--- src/rtl/addr_arb_pkg.sv ---
// Shared types, widths and the round-robin search function for addr_rr_arbiter.
package addr_arb_pkg;

   localparam int unsigned ADDR_W = 32;
   localparam int unsigned CNT_W  = 16;
   localparam int unsigned MAX_N  = 8;
   localparam int unsigned GNT_W  = 3;

   typedef logic [ADDR_W-1:0] addr_t;

   // First valid requester after 'last', wrapping modulo n; returns 'last' when none is valid.
   function automatic logic [GNT_W-1:0] next_grant(input logic [MAX_N-1:0] valid,
                                                   input logic [GNT_W-1:0] last,
                                                   input int unsigned      n);
      logic [GNT_W-1:0] g;
      logic             found;
      int unsigned      idx;
      g     = last;
      found = 1'b0;
      for (int unsigned k = 1; k <= MAX_N; k++) begin
         if (k <= n && !found) begin
            idx = (32'(last) + k) % n;
            if (valid[GNT_W'(idx)]) begin
               g     = GNT_W'(idx);
               found = 1'b1;
            end
         end
      end
      return g;
   endfunction

endpackage

--- src/rtl/addr_rr_arbiter_if.sv ---
// Request, downstream and response channels of addr_rr_arbiter.
interface addr_rr_arbiter_if
   import addr_arb_pkg::*;
#(
   parameter int unsigned N     = 4,
   parameter int unsigned SRC_W = $clog2(N)
);
   logic [N-1:0]        io_in_valid;
   logic [N-1:0]        io_in_ready;
   logic [N*ADDR_W-1:0] io_in_bits_address;
   logic                io_out_valid;
   logic                io_out_ready;
   addr_t               io_out_bits_address;
   logic [SRC_W-1:0]    io_out_bits_source;
   logic                io_resp_valid;
   logic                io_resp_ready;
   logic [ADDR_W-1:0]   io_resp_bits_data;
   logic [N-1:0]        io_in_resp_valid;
   logic [N-1:0]        io_in_resp_ready;
   logic [N*ADDR_W-1:0] io_in_resp_bits_data;

   // Arbiter side.
   modport slave (
      input  io_in_valid, io_in_bits_address, io_out_ready,
             io_resp_valid, io_resp_bits_data, io_in_resp_ready,
      output io_in_ready, io_out_valid, io_out_bits_address, io_out_bits_source,
             io_resp_ready, io_in_resp_valid, io_in_resp_bits_data
   );

   // Requesters plus downstream side.
   modport master (
      output io_in_valid, io_in_bits_address, io_out_ready,
             io_resp_valid, io_resp_bits_data, io_in_resp_ready,
      input  io_in_ready, io_out_valid, io_out_bits_address, io_out_bits_source,
             io_resp_ready, io_in_resp_valid, io_in_resp_bits_data
   );
endinterface

--- src/rtl/addr_arb_src_fifo.sv ---
// Source-index FIFO: remembers which requester issued each outstanding request.
module addr_arb_src_fifo #(
   parameter int unsigned WIDTH = 2,
   parameter int unsigned DEPTH = 4
) (
   input  logic             clock,
   input  logic             reset,
   input  logic             push,
   input  logic [WIDTH-1:0] push_data,
   input  logic             pop,
   output logic             full,
   output logic             empty,
   output logic [WIDTH-1:0] head
);
   localparam int unsigned PTR_W = (DEPTH > 1) ? $clog2(DEPTH) : 1;
   localparam int unsigned CW    = PTR_W + 1;

   logic [WIDTH-1:0] mem [DEPTH];
   logic [PTR_W-1:0] wr_ptr;
   logic [PTR_W-1:0] rd_ptr;
   logic [CW-1:0]    count;
   logic             do_push;
   logic             do_pop;

   assign full    = (count == CW'(DEPTH));
   assign empty   = (count == '0);
   assign head    = mem[rd_ptr];
   assign do_push = push && !full;
   assign do_pop  = pop && !empty;

   always_ff @(posedge clock or negedge reset) begin
      if (!reset) begin
         wr_ptr <= '0;
         rd_ptr <= '0;
         count  <= '0;
         for (int i = 0; i < DEPTH; i++) mem[i] <= '0;
      end else begin
         if (do_push) begin
            mem[wr_ptr] <= push_data;
            wr_ptr      <= wr_ptr + 1'b1;
         end
         if (do_pop) rd_ptr <= rd_ptr + 1'b1;
         case ({do_push, do_pop})
            2'b10:   count <= count + 1'b1;
            2'b01:   count <= count - 1'b1;
            default: count <= count;
         endcase
      end
   end
endmodule

--- src/rtl/addr_rr_arbiter.sv ---
// Round-robin address arbiter with registered output and in-order response steering.
// Optional per-requester saturating grant counters: define ADDR_ARB_GRANT_CNT_EN.
module addr_rr_arbiter
   import addr_arb_pkg::*;
#(
   parameter int unsigned N               = 4,
   parameter int unsigned MAX_OUTSTANDING = 4,
   parameter int unsigned SRC_W           = $clog2(N)
) (
   input  logic                 clock,
   input  logic                 reset,
   addr_rr_arbiter_if.slave     bus
`ifdef ADDR_ARB_GRANT_CNT_EN
   ,
   output logic [N*CNT_W-1:0]   io_grant_count
`endif
);
   addr_t            in_addr [N];
   logic [MAX_N-1:0] valid_ext;
   logic [SRC_W-1:0] gnt;
   logic [SRC_W-1:0] last_q;
   logic             can_load;
   logic             accept;
   logic             out_valid_q;
   addr_t            out_addr_q;
   logic [SRC_W-1:0] out_src_q;
   logic             fifo_full;
   logic             fifo_empty;
   logic [SRC_W-1:0] head;
   logic             resp_pop;
   logic [N-1:0]     in_ready;

   for (genvar g = 0; g < N; g++) begin : g_addr
      assign in_addr[g] = bus.io_in_bits_address[g*ADDR_W +: ADDR_W];
   end

   always_comb begin
      valid_ext        = '0;
      valid_ext[N-1:0] = bus.io_in_valid;
   end

   assign gnt      = SRC_W'(next_grant(valid_ext, GNT_W'(last_q), N));
   assign can_load = !out_valid_q || bus.io_out_ready;

   // Only the round-robin winner sees ready; a full FIFO blocks even with a same-cycle pop.
   always_comb begin
      in_ready = '0;
      if (reset && can_load && !fifo_full) in_ready[gnt] = 1'b1;
   end

   assign bus.io_in_ready = in_ready;
   assign accept          = |(bus.io_in_valid & in_ready);

   always_ff @(posedge clock or negedge reset) begin
      if (!reset) begin
         out_valid_q <= 1'b0;
         out_addr_q  <= '0;
         out_src_q   <= '0;
         last_q      <= SRC_W'(N-1);
      end else if (accept) begin
         out_valid_q <= 1'b1;
         out_addr_q  <= in_addr[gnt];
         out_src_q   <= gnt;
         last_q      <= gnt;
      end else if (bus.io_out_ready) begin
         out_valid_q <= 1'b0;
      end
   end

   assign bus.io_out_valid        = out_valid_q;
   assign bus.io_out_bits_address = out_addr_q;
   assign bus.io_out_bits_source  = out_src_q;

   addr_arb_src_fifo #(
      .WIDTH (SRC_W),
      .DEPTH (MAX_OUTSTANDING)
   ) u_src_fifo (
      .clock     (clock),
      .reset     (reset),
      .push      (accept),
      .push_data (gnt),
      .pop       (resp_pop),
      .full      (fifo_full),
      .empty     (fifo_empty),
      .head      (head)
   );

   // Responses return in request order, so the FIFO head names the destination lane.
   always_comb begin
      bus.io_in_resp_valid = '0;
      if (!fifo_empty) bus.io_in_resp_valid[head] = bus.io_resp_valid;
   end

   assign bus.io_resp_ready        = !fifo_empty && bus.io_in_resp_ready[head];
   assign resp_pop                 = bus.io_resp_valid && bus.io_resp_ready;
   assign bus.io_in_resp_bits_data = {N{bus.io_resp_bits_data}};

`ifdef ADDR_ARB_GRANT_CNT_EN
   logic [CNT_W-1:0] cnt_q [N];

   always_ff @(posedge clock or negedge reset) begin
      if (!reset) begin
         for (int i = 0; i < N; i++) cnt_q[i] <= '0;
      end else begin
         for (int i = 0; i < N; i++) begin
            if (accept && gnt == SRC_W'(i) && cnt_q[i] != '1) cnt_q[i] <= cnt_q[i] + 1'b1;
         end
      end
   end

   for (genvar g = 0; g < N; g++) begin : g_cnt
      assign io_grant_count[g*CNT_W +: CNT_W] = cnt_q[g];
   end
`endif

endmodule

--- src/flat_wrapper.sv ---
// flat-port wrapper written by rule: the top's interface ports become plain ports
module addr_rr_arbiter_flat import addr_arb_pkg::*;
#(
   parameter int unsigned N               = 4,
   parameter int unsigned MAX_OUTSTANDING = 4,
   parameter int unsigned SRC_W           = $clog2(N)
)
  (clock, reset, bus_io_in_valid, bus_io_in_bits_address, bus_io_out_ready, bus_io_resp_valid, bus_io_resp_bits_data, bus_io_in_resp_ready, bus_io_in_ready, bus_io_out_valid, bus_io_out_bits_address, bus_io_out_bits_source, bus_io_resp_ready, bus_io_in_resp_valid, bus_io_in_resp_bits_data);
  addr_rr_arbiter_if #(.N(N), .SRC_W(SRC_W)) bus_i ();
  input  logic clock;
  input  logic reset;
  input wire logic [$bits(bus_i.io_in_valid)-1:0] bus_io_in_valid;
  input wire logic [$bits(bus_i.io_in_bits_address)-1:0] bus_io_in_bits_address;
  input wire logic [$bits(bus_i.io_out_ready)-1:0] bus_io_out_ready;
  input wire logic [$bits(bus_i.io_resp_valid)-1:0] bus_io_resp_valid;
  input wire logic [$bits(bus_i.io_resp_bits_data)-1:0] bus_io_resp_bits_data;
  input wire logic [$bits(bus_i.io_in_resp_ready)-1:0] bus_io_in_resp_ready;
  output wire logic [$bits(bus_i.io_in_ready)-1:0] bus_io_in_ready;
  output wire logic [$bits(bus_i.io_out_valid)-1:0] bus_io_out_valid;
  output wire logic [$bits(bus_i.io_out_bits_address)-1:0] bus_io_out_bits_address;
  output wire logic [$bits(bus_i.io_out_bits_source)-1:0] bus_io_out_bits_source;
  output wire logic [$bits(bus_i.io_resp_ready)-1:0] bus_io_resp_ready;
  output wire logic [$bits(bus_i.io_in_resp_valid)-1:0] bus_io_in_resp_valid;
  output wire logic [$bits(bus_i.io_in_resp_bits_data)-1:0] bus_io_in_resp_bits_data;
  assign bus_i.io_in_valid = bus_io_in_valid;
  assign bus_i.io_in_bits_address = bus_io_in_bits_address;
  assign bus_i.io_out_ready = bus_io_out_ready;
  assign bus_i.io_resp_valid = bus_io_resp_valid;
  assign bus_i.io_resp_bits_data = bus_io_resp_bits_data;
  assign bus_i.io_in_resp_ready = bus_io_in_resp_ready;
  assign bus_io_in_ready = bus_i.io_in_ready;
  assign bus_io_out_valid = bus_i.io_out_valid;
  assign bus_io_out_bits_address = bus_i.io_out_bits_address;
  assign bus_io_out_bits_source = bus_i.io_out_bits_source;
  assign bus_io_resp_ready = bus_i.io_resp_ready;
  assign bus_io_in_resp_valid = bus_i.io_in_resp_valid;
  assign bus_io_in_resp_bits_data = bus_i.io_in_resp_bits_data;
  addr_rr_arbiter #(.N(N), .MAX_OUTSTANDING(MAX_OUTSTANDING), .SRC_W(SRC_W)) u_core (.clock(clock), .reset(reset), .bus(bus_i));
endmodule
--- config.mk ---
export PLATFORM = sky130hd
export DESIGN_NAME = addr_rr_arbiter_flat
export DESIGN_NICKNAME = d
export VERILOG_FILES = /design/src/rtl/addr_arb_pkg.sv /design/src/rtl/addr_rr_arbiter_if.sv /design/src/rtl/addr_arb_src_fifo.sv /design/src/rtl/addr_rr_arbiter.sv /design/src/flat_wrapper.sv
export SDC_FILE = /design/constraint.sdc
export NUM_CORES = 1
export LEC_CHECK = 0
export ABC_AREA = 1
export BUFFER_PORTS_ARGS = -buffer_cell sky130_fd_sc_hd__buf_2
export CORE_AREA = 2 2 132 134
export DETAILED_ROUTE_END_ITERATION = 10
export DIE_AREA = 0 0 134 136
export PLACE_DENSITY = 0.68
export SLEW_MARGIN = 40
export SYNTH_ARGS = -nofsm -noshare
export SYNTH_HDL_FRONTEND = slang
export SYNTH_HIERARCHICAL = 1
export SYNTH_SLANG_ARGS = --single-unit
export TNS_END_PERCENT = 50
--- constraint.sdc ---
create_clock -name clock -period 4.1 [get_ports clock]
set_clock_uncertainty 0.05 [all_clocks]
set_input_delay 0.615 -clock clock [delete_from_list [all_inputs] [get_ports clock]]
set_output_delay 0.615 -clock clock [all_outputs]
set_load 0.01 [all_outputs]
Word level (Yosys, flattened, before mapping):

Index checks and enable logic that the tools add are counted.

* $add $sub $neg: 8
* magnitude comparators: 12
* equality and inequality tests: 3
* multiplexer cells: 40
* bitwise gates (word level): 5
* reduce and logical (&&, ||, !) cells: 17

Operators with widths (count)
* 32-bit binary-select mux with 2-bit select: 1
* 32-bit two-way mux: 2
* 2-bit two-way mux: 10
* 2-bit by 4-bit less-than comparator with 1-bit output (second input constant): 4
* 1-bit two-way mux: 14
* 1-bit binary-select mux with 2-bit select: 5
* 3-bit greater-or-equal comparator (second input constant): 3
* 1-bit logical AND: 9
* 2-bit NOT with 3-bit output: 3
* 2-bit by 1-bit adder with 2-bit output (second input constant): 4
* 4-bit bitwise AND: 2
* 8-bit bitwise mux: 1
* 4-bit two-way mux: 2
* 2-bit by 3-bit less-than comparator with 1-bit output (second input constant): 2
* 3-bit case mux with 2 select lines: 1
* 2-bit adder (second input constant): 2
* 2-bit binary-select mux with 2-bit select: 1
* 1-bit demux with 2-bit select: 2
* 2-bit demux with 2-bit select: 1
* 2-bit by 1-bit greater-or-equal comparator with 1-bit output (second input constant): 2
* 2-bit nonzero test: 2
* 4-bit OR reduction: 1
* 3-bit by 1-bit adder with 3-bit output (second input constant): 1
* 3-bit equality test (second input constant): 1
* 7 further kinds: 9

* flip-flop bits (word level): 52
* input port bits: 172
* output and inout bits: 172
* logic and storage cells: 96

Longest topological paths before layout:

* depth after elaboration: 20
* depth in mapped cells: 24
* gate-level depth less buffers: 22

By module:

Netlist, hierarchy kept.

Modules (own cells, without submodules)
* addr_rr_arbiter: instances 1, cells each 607, area an instance 3996.3 um2, seq. area each 928.4 um2
* addr_arb_src_fifo: instances 1, cells each 105, area an instance 844.6 um2, seq. area each 375.4 um2

Worst setup path before layout:

Ideal clock, no wire load.

* kind: reg-to-reg
* start point: register u_core.last_q[0]
* end point: register u_core.u_src_fifo.count[1]
* setup time: 0.083 ns
* data arrival time: 2.840 ns
* data required time: 3.967 ns
* setup slack: 1.127 ns
* cell stages (with the launch flop): 20
* buffers on the path: 2
* clock period less this slack: 2.973 ns
* cells stage by stage: dfstp_2 buf_4 inv_4 nand2_1 nand3_1 nand2_2 nand4_1 nand2_1 nand2_2 inv_2 nand3_1 nor2_2 nor2_4 nand2_4 buf_2 nand2_1 ha_1 inv_1 fa_1 o21ai_0

* longest elaborated chain between the ends: 20
* elaborated cells on any way between the ends: 37
* classes of those cells: add/sub: 4; order compare: 2; eq/ne: 2; mux: 24; bitwise: 1; reduce/logical: 4

RTL lines
* from (decl): line addr_rr_arbiter.sv:21 `logic [SRC_W-1:0] last_q;`
* from (signal assigned): line addr_rr_arbiter.sv:59 `last_q <= SRC_W'(N-1);`
* from (signal assigned): line addr_rr_arbiter.sv:64 `last_q <= gnt;`
* 2-bit by 1-bit adder with 2-bit output: line addr_arb_pkg.sv:22 `idx = (32'(last) + k) % n;`
* 1-bit binary-select mux with 2-bit select: line addr_arb_pkg.sv:23 `if (valid[GNT_W'(idx)]) begin`
* 1-bit two-way mux (not written as such): line addr_arb_pkg.sv:23
* 2-bit two-way mux (2 in a row): line addr_arb_pkg.sv:23
* 2-bit two-way mux: line addr_arb_pkg.sv:21 `if (k <= n && !found) begin`
* 2-bit two-way mux: line addr_arb_pkg.sv:23
* 2-bit two-way mux: line addr_arb_pkg.sv:21
* 2-bit two-way mux: line addr_arb_pkg.sv:23
* (+4 left out)
* 1-bit demux with 2-bit select *
* 4-bit two-way mux *: line addr_rr_arbiter.sv:48 `if (reset && can_load && !fifo_full) in_ready[gnt] = 1'b1;`
* 4-bit bitwise AND *: line addr_rr_arbiter.sv:52 `assign accept = |(bus.io_in_valid & in_ready);`
* 4-bit OR reduction *: line addr_rr_arbiter.sv:52
* named net u_core.accept: line addr_rr_arbiter.sv:23 `logic accept;`
* 1-bit logical AND *: line addr_arb_src_fifo.sv:28 `assign do_push = push && !full;`
* 2-bit by 1-bit equality test with 1-bit output or 2-bit equality test (tied branches): line addr_arb_src_fifo.sv:43 `case ({do_push, do_pop})`
* 3-bit case mux with 2 select lines or 2-bit nonzero test (tied branches)
* to (signal assigned): line addr_arb_src_fifo.sv:44 `2'b10: count <= count + 1'b1;`
* to (signal assigned): line addr_arb_src_fifo.sv:45 `2'b01: count <= count - 1'b1;`
* to (signal assigned): line addr_arb_src_fifo.sv:46 `default: count <= count;`
* to (decl): line addr_arb_src_fifo.sv:21 `logic [CW-1:0] count;`

Mark *: on every way through the listed nets, which the timed path passes. The rest lies on a longest branch. The select of a mux whose other input is x is not followed.
A chain may end at the register's enable or synchronous reset.

Worst setup path in the final report:

* start point: register u_core.last_q[0]
* end point: register u_core.u_src_fifo.count[1]

* longest elaborated chain between the ends: 20
* elaborated cells on any way between the ends: 37
* classes of those cells: add/sub: 4; order compare: 2; eq/ne: 2; mux: 24; bitwise: 1; reduce/logical: 4

RTL lines (line)
* 2-bit by 1-bit adder with 2-bit output: addr_arb_pkg.sv:22
* 1-bit binary-select mux with 2-bit select: addr_arb_pkg.sv:23
* 1-bit two-way mux (not written as such): addr_arb_pkg.sv:23
* 2-bit two-way mux (2 in a row): addr_arb_pkg.sv:23
* 2-bit two-way mux: addr_arb_pkg.sv:21
* 2-bit two-way mux: addr_arb_pkg.sv:23
* 2-bit two-way mux: addr_arb_pkg.sv:21
* 2-bit two-way mux: addr_arb_pkg.sv:23
* (+3 left out)
* 1-bit two-way mux (not written as such): addr_rr_arbiter.sv:48
* 1-bit demux with 2-bit select *
* 4-bit two-way mux *: addr_rr_arbiter.sv:48
* 4-bit bitwise AND *: addr_rr_arbiter.sv:52
* 4-bit OR reduction *: addr_rr_arbiter.sv:52
* 1-bit logical AND *: addr_arb_src_fifo.sv:28
* 2-bit by 1-bit equality test with 1-bit output or 2-bit equality test (tied branches): addr_arb_src_fifo.sv:43
* 3-bit case mux with 2 select lines or 2-bit nonzero test (tied branches)

Mark *: on every way between the ends. The rest lies on a longest branch, timed or not. The select of a mux whose other input is x is not followed.

==> Implementation_results.wiki <==
{| class="wikitable"
! Metric !! Value
|-
| Highest attainable clock frequency || 0.3140 GHz
|-
| Largest incremental delay on the critical path || 0.65 ns
|-
| Area added between synthesis and finish || 5.660%
|-
| Worst-case clock buffer depth || 2
|-
| Initial cell density of the core || 28.68%
|-
| Detail Route met3 WL || 993 um
|-
| WL met1 || 5.270 mm
|-
| CTS H-Tree Depth || 2
|-
| Worst min-delay path class || register to register
|-
| Routed length on met2 || 6.264 mm
|-
| Fraction of layout instances using a drive strength above 1 || 29.28%
|-
| Crit-path leading delay family || simple AND/OR/NAND/NOR gates
|-
| Count of pins over their slew limit || 0
|-
| Number of nets in the layout || 925
|-
| Setup repair after global routing missed its margin || no
|-
| PortBufs || roughly 180
|-
| Startpoint of the most critical setup path || u_core/last_q[0]
|-
| Number of buffers added for setup after CTS || 0
|-
| Setup-violating endpoint count in the final report || 0
|-
| Pin count of the biggest net entering global routing || 109
|-
| Placed cell area || 0.004943 mm2
|-
| Worst setup path endpoint || u_core/u_src_fifo/count[1]
|-
| Master cell of the clock root buffer || sky130_fd_sc_hd__clkbuf_16
|-
| Vertical extent of the die || approximately 140 um
|-
| Hold-fix buffers at CTS || 0
|-
| Final ANT Viol Nets || 0
|-
| DRC violation total after the first TritonRoute iteration || 192
|-
| Most common cell after layout, fill and taps aside || sky130_fd_sc_hd__nand2_1
|-
| Power Dens Cells || 942.0 mW/mm2
|-
| Stages on worst setup path || 17
|-
| Pwr Total || 4818 uW
|-
| Share of the cycle needed by the critical path after routing || 77.68%
|-
| Number of synthesized flops with an enable pin || 0
|-
| Number of buffers inserted during clock tree synthesis || 5
|-
| Synth warn || 6
|-
| Final period demand of the worst path || about 3.2 ns
|-
| Average wire per standard cell || 13.22 um
|-
| Clock latency on the worst-skew pair || 0.30 ns
|-
| Post-synth cell types || 31
|-
| Total number of placement rows || 48
|-
| DRC violations left || 0
|-
| Peak ir drop on the vdd network || approximately 550 uV
|-
| Final non-filler cell total || around 1000
|-
| Initial antenna violation count || 0
|-
| Die Area || 0.01822 mm2
|-
| Slew HR || a little over half
|-
| Count of TritonRoute iterations in the first routing pass || 4
|-
| Global-route congestion overflow total || 0
|-
| CTS clk-pin slew, worst paths || 0.07 ns
|-
| Commonest cells after routing, fill and taps aside || sky130_fd_sc_hd__nand2_1, sky130_fd_sc_hd__buf_2, sky130_fd_sc_hd__inv_1
|-
| Critical path capture point type || register
|-
| I/O pin total || 344
|-
| Placer's final routability congestion estimate || around 0.84
|-
| DP Cell Count || 965
|-
| Required time at the worst-slack endpoint || 4.27 ns
|-
| Most Frequent Cell on Critical Path || sky130_fd_sc_hd__nand2_1
|-
| Total negative slack for setup checks || 0 ns
|-
| Clock sink count || 52
|-
| Kind of critical path || register to register
|-
| Buf+Inv Stages, Crit Path || 2
|-
| Critical path arrival || 3.35 ns
|-
| WL final || 12.86 mm
|-
| Estimated wirelength of the detail-placed design || 9.630 mm
|-
| Cell area after technology mapping || 0.004841 mm2
|-
| Synthesized Nets || 890
|-
| Fillcell total || 1869
|-
| Critical-path cell with the highest stage delay || sky130_fd_sc_hd__dfstp_2
|-
| Ant diodes || 0
|-
| Mean instance size in the synthesized netlist || around 6.8 um2
|-
| Reg-to-reg critical path startpoint || u_core/last_q[0]
|-
| Post-synthesis register bit count || 52
|-
| Ys async rst share || 100.0%
|-
| Cell leakage power || 0.003003 uW
|-
| Most common flop cell mapped by yosys || sky130_fd_sc_hd__dfrtp_1
|-
| GRT Total Usage || 14.11%
|-
| Average vias per placed instance || roughly 4.4
|-
| Capture instance of the worst register-to-register path || u_core/u_src_fifo/count[1]
|-
| Finished Core Util || 30.31%
|-
| Core box area || 0.01688 mm2
|-
| Path depth of the worst reg2reg path || 17
|-
| Chip width || 134 um
|-
| DR vias || between 4k and 5k
|-
| Result of the run || completed
|-
| Count of endpoints failing hold in the final timing report || 0
|-
| Cells resized by post-CTS repair || 0
|-
| CP Max Fanout || 28
|-
| Cell area after layout || 0.005115 mm2
|-
| Number of global-route vias before repair || between 4k and 5k
|-
| Clock tree from TritonCTS || yes
|-
| First-pass GRT wire length || 20.39 mm
|-
| Share of the yosys chip area belonging to registers || roughly 27%
|-
| Nature of the critical path startpoint || register
|-
| Actual transition at the worst max-transition pin || between 0.7 and 0.8 ns
|-
| Cell breakdown of the critical path || inv_4 -> nand2_1 -> nand2_1 -> nand2_1 -> nand2_1 -> a21oi_2 -> nand3_1 -> nand2_4 -> nand3_1 -> nor2_1 -> nor2_4 -> nand2_4 -> nand2_1 -> ha_1 -> inv_1 -> fa_1 -> o21ai_0
|-
| Worst setup slack for register-to-register paths || 0.91 ns
|-
| Synth Instances || 712
|-
| MaxCap Viol Count || 0
|-
| Highest Signal Layer || met4
|}
==> power by group <==
part	total [uW]	internal [uW]	switching, uW
sequential	953	788	165
combinational	3370	1150	2220
clock	498	291	207
==> state kept, by name, summed over array words and instances (netlist names) <==
| signal | cells |
|---|---|
| u_core/u_src_fifo/rd_ptr | 2 |
| u_core/bus.io_out_bits_address | 32 |
| u_core/bus.io_out_bits_source | 2 |
| u_core/last_q | 2 |
| u_core/u_src_fifo/count | 3 |
| u_core/bus.io_out_valid | 1 |
| u_core/u_src_fifo/mem | 8 |
| u_core/u_src_fifo/wr_ptr | 2 |
==> worst min path at each step <==
stage                                                   end  cells past startpoint                      from  slack, ns
after global placement             u_core/u_src_fifo/mem[4]                      2  u_core/u_src_fifo/mem[4]       0.41
after floorplan           u_core/bus.io_out_bits_address[0]                      0                     reset       0.27
after CTS                          u_core/u_src_fifo/mem[1]                      2  u_core/u_src_fifo/mem[1]       0.44
after global routing               u_core/u_src_fifo/mem[7]                      2  u_core/u_src_fifo/mem[7]       0.45
after detailed placement           u_core/u_src_fifo/mem[1]                      2  u_core/u_src_fifo/mem[1]       0.42
final                              u_core/u_src_fifo/mem[0]                      2  u_core/u_src_fifo/mem[0]       0.44
==> layout make-up <==
type                    instances  area (um2)  area share [%]
multi-input cells             406        2029           39.68
flip-flops and latches         52        1304           25.49
repair buffers                190       980.9           19.18
inverters                      92       347.8           6.800
well taps                     225       281.5           5.504
clock buffers                   5       125.1           2.446
clock inverters                 3       46.29          0.9051
==> metal layers <==
layer / vias to the layer above / GRT usage, %
li1: 2194 / -
met1: 1863 / 15.98
met2: 205 / 25.50
met3: 22 / 3.617
met4: 0 / 5.319
met5: - / 0
==> per-stage QoR <==
stage | setup WS, ns | hold WS, ns
global placement | 1.018 | 0.4112
detailed placement | 0.8914 | 0.4179
global route | 0.5647 | 0.4547
finish | 0.9150 | 0.4356
floorplan | 1.127 | 0.2694
CTS | 0.8955 | 0.4366
==> synthesized netlist by cell type (all sizes together), types with 4 or more instances <==
| master | count | area, um2 |
|---|---|---|
| buf | 153 | 1131 |
| clkbuf | 9 | 33.78 |
| dfrtp | 50 | 1251 |
| ha | 5 | 62.56 |
| inv | 92 | 347.8 |
| nand2 | 235 | 909.6 |
| nand3 | 51 | 255.2 |
| nand4 | 11 | 75.07 |
| nor2 | 21 | 103.9 |
| nor3 | 4 | 30.03 |
| o211ai | 64 | 480.5 |
| o21ai | 8 | 40.03 |
==> cell families (layout without fill, tap and decap cells) <==
logic type,count (synthesis),count (layout),synth area share [%]
and+or+nand+nor,324,324,28.69
buffers and inverters,254,290,31.25
AOI/OAI and AO/OA,75,75,11.24
DFF,52,52,26.93
adders and majority gates,6,6,1.706
xor gates and xnor gates,1,1,0.1810
==> worst register-to-register path: stages, from the launching register on <==
cell,delay [ns]
sky130_fd_sc_hd__dfstp_2,0.65
sky130_fd_sc_hd__inv_4,0.08
sky130_fd_sc_hd__nand2_1,0.07
sky130_fd_sc_hd__nand2_1,0.07
sky130_fd_sc_hd__nand2_1,0.11
sky130_fd_sc_hd__nand2_1,0.07
sky130_fd_sc_hd__a21oi_2,0.12
sky130_fd_sc_hd__nand3_1,0.14
sky130_fd_sc_hd__nand2_4,0.29
sky130_fd_sc_hd__nand3_1,0.16
sky130_fd_sc_hd__nor2_1,0.19
sky130_fd_sc_hd__nor2_4,0.07
sky130_fd_sc_hd__nand2_4,0.06
sky130_fd_sc_hd__nand2_1,0.09
sky130_fd_sc_hd__ha_1,0.23
sky130_fd_sc_hd__inv_1,0.09
sky130_fd_sc_hd__fa_1,0.40
sky130_fd_sc_hd__o21ai_0,0.17
(Power assumes the default switching activity.)
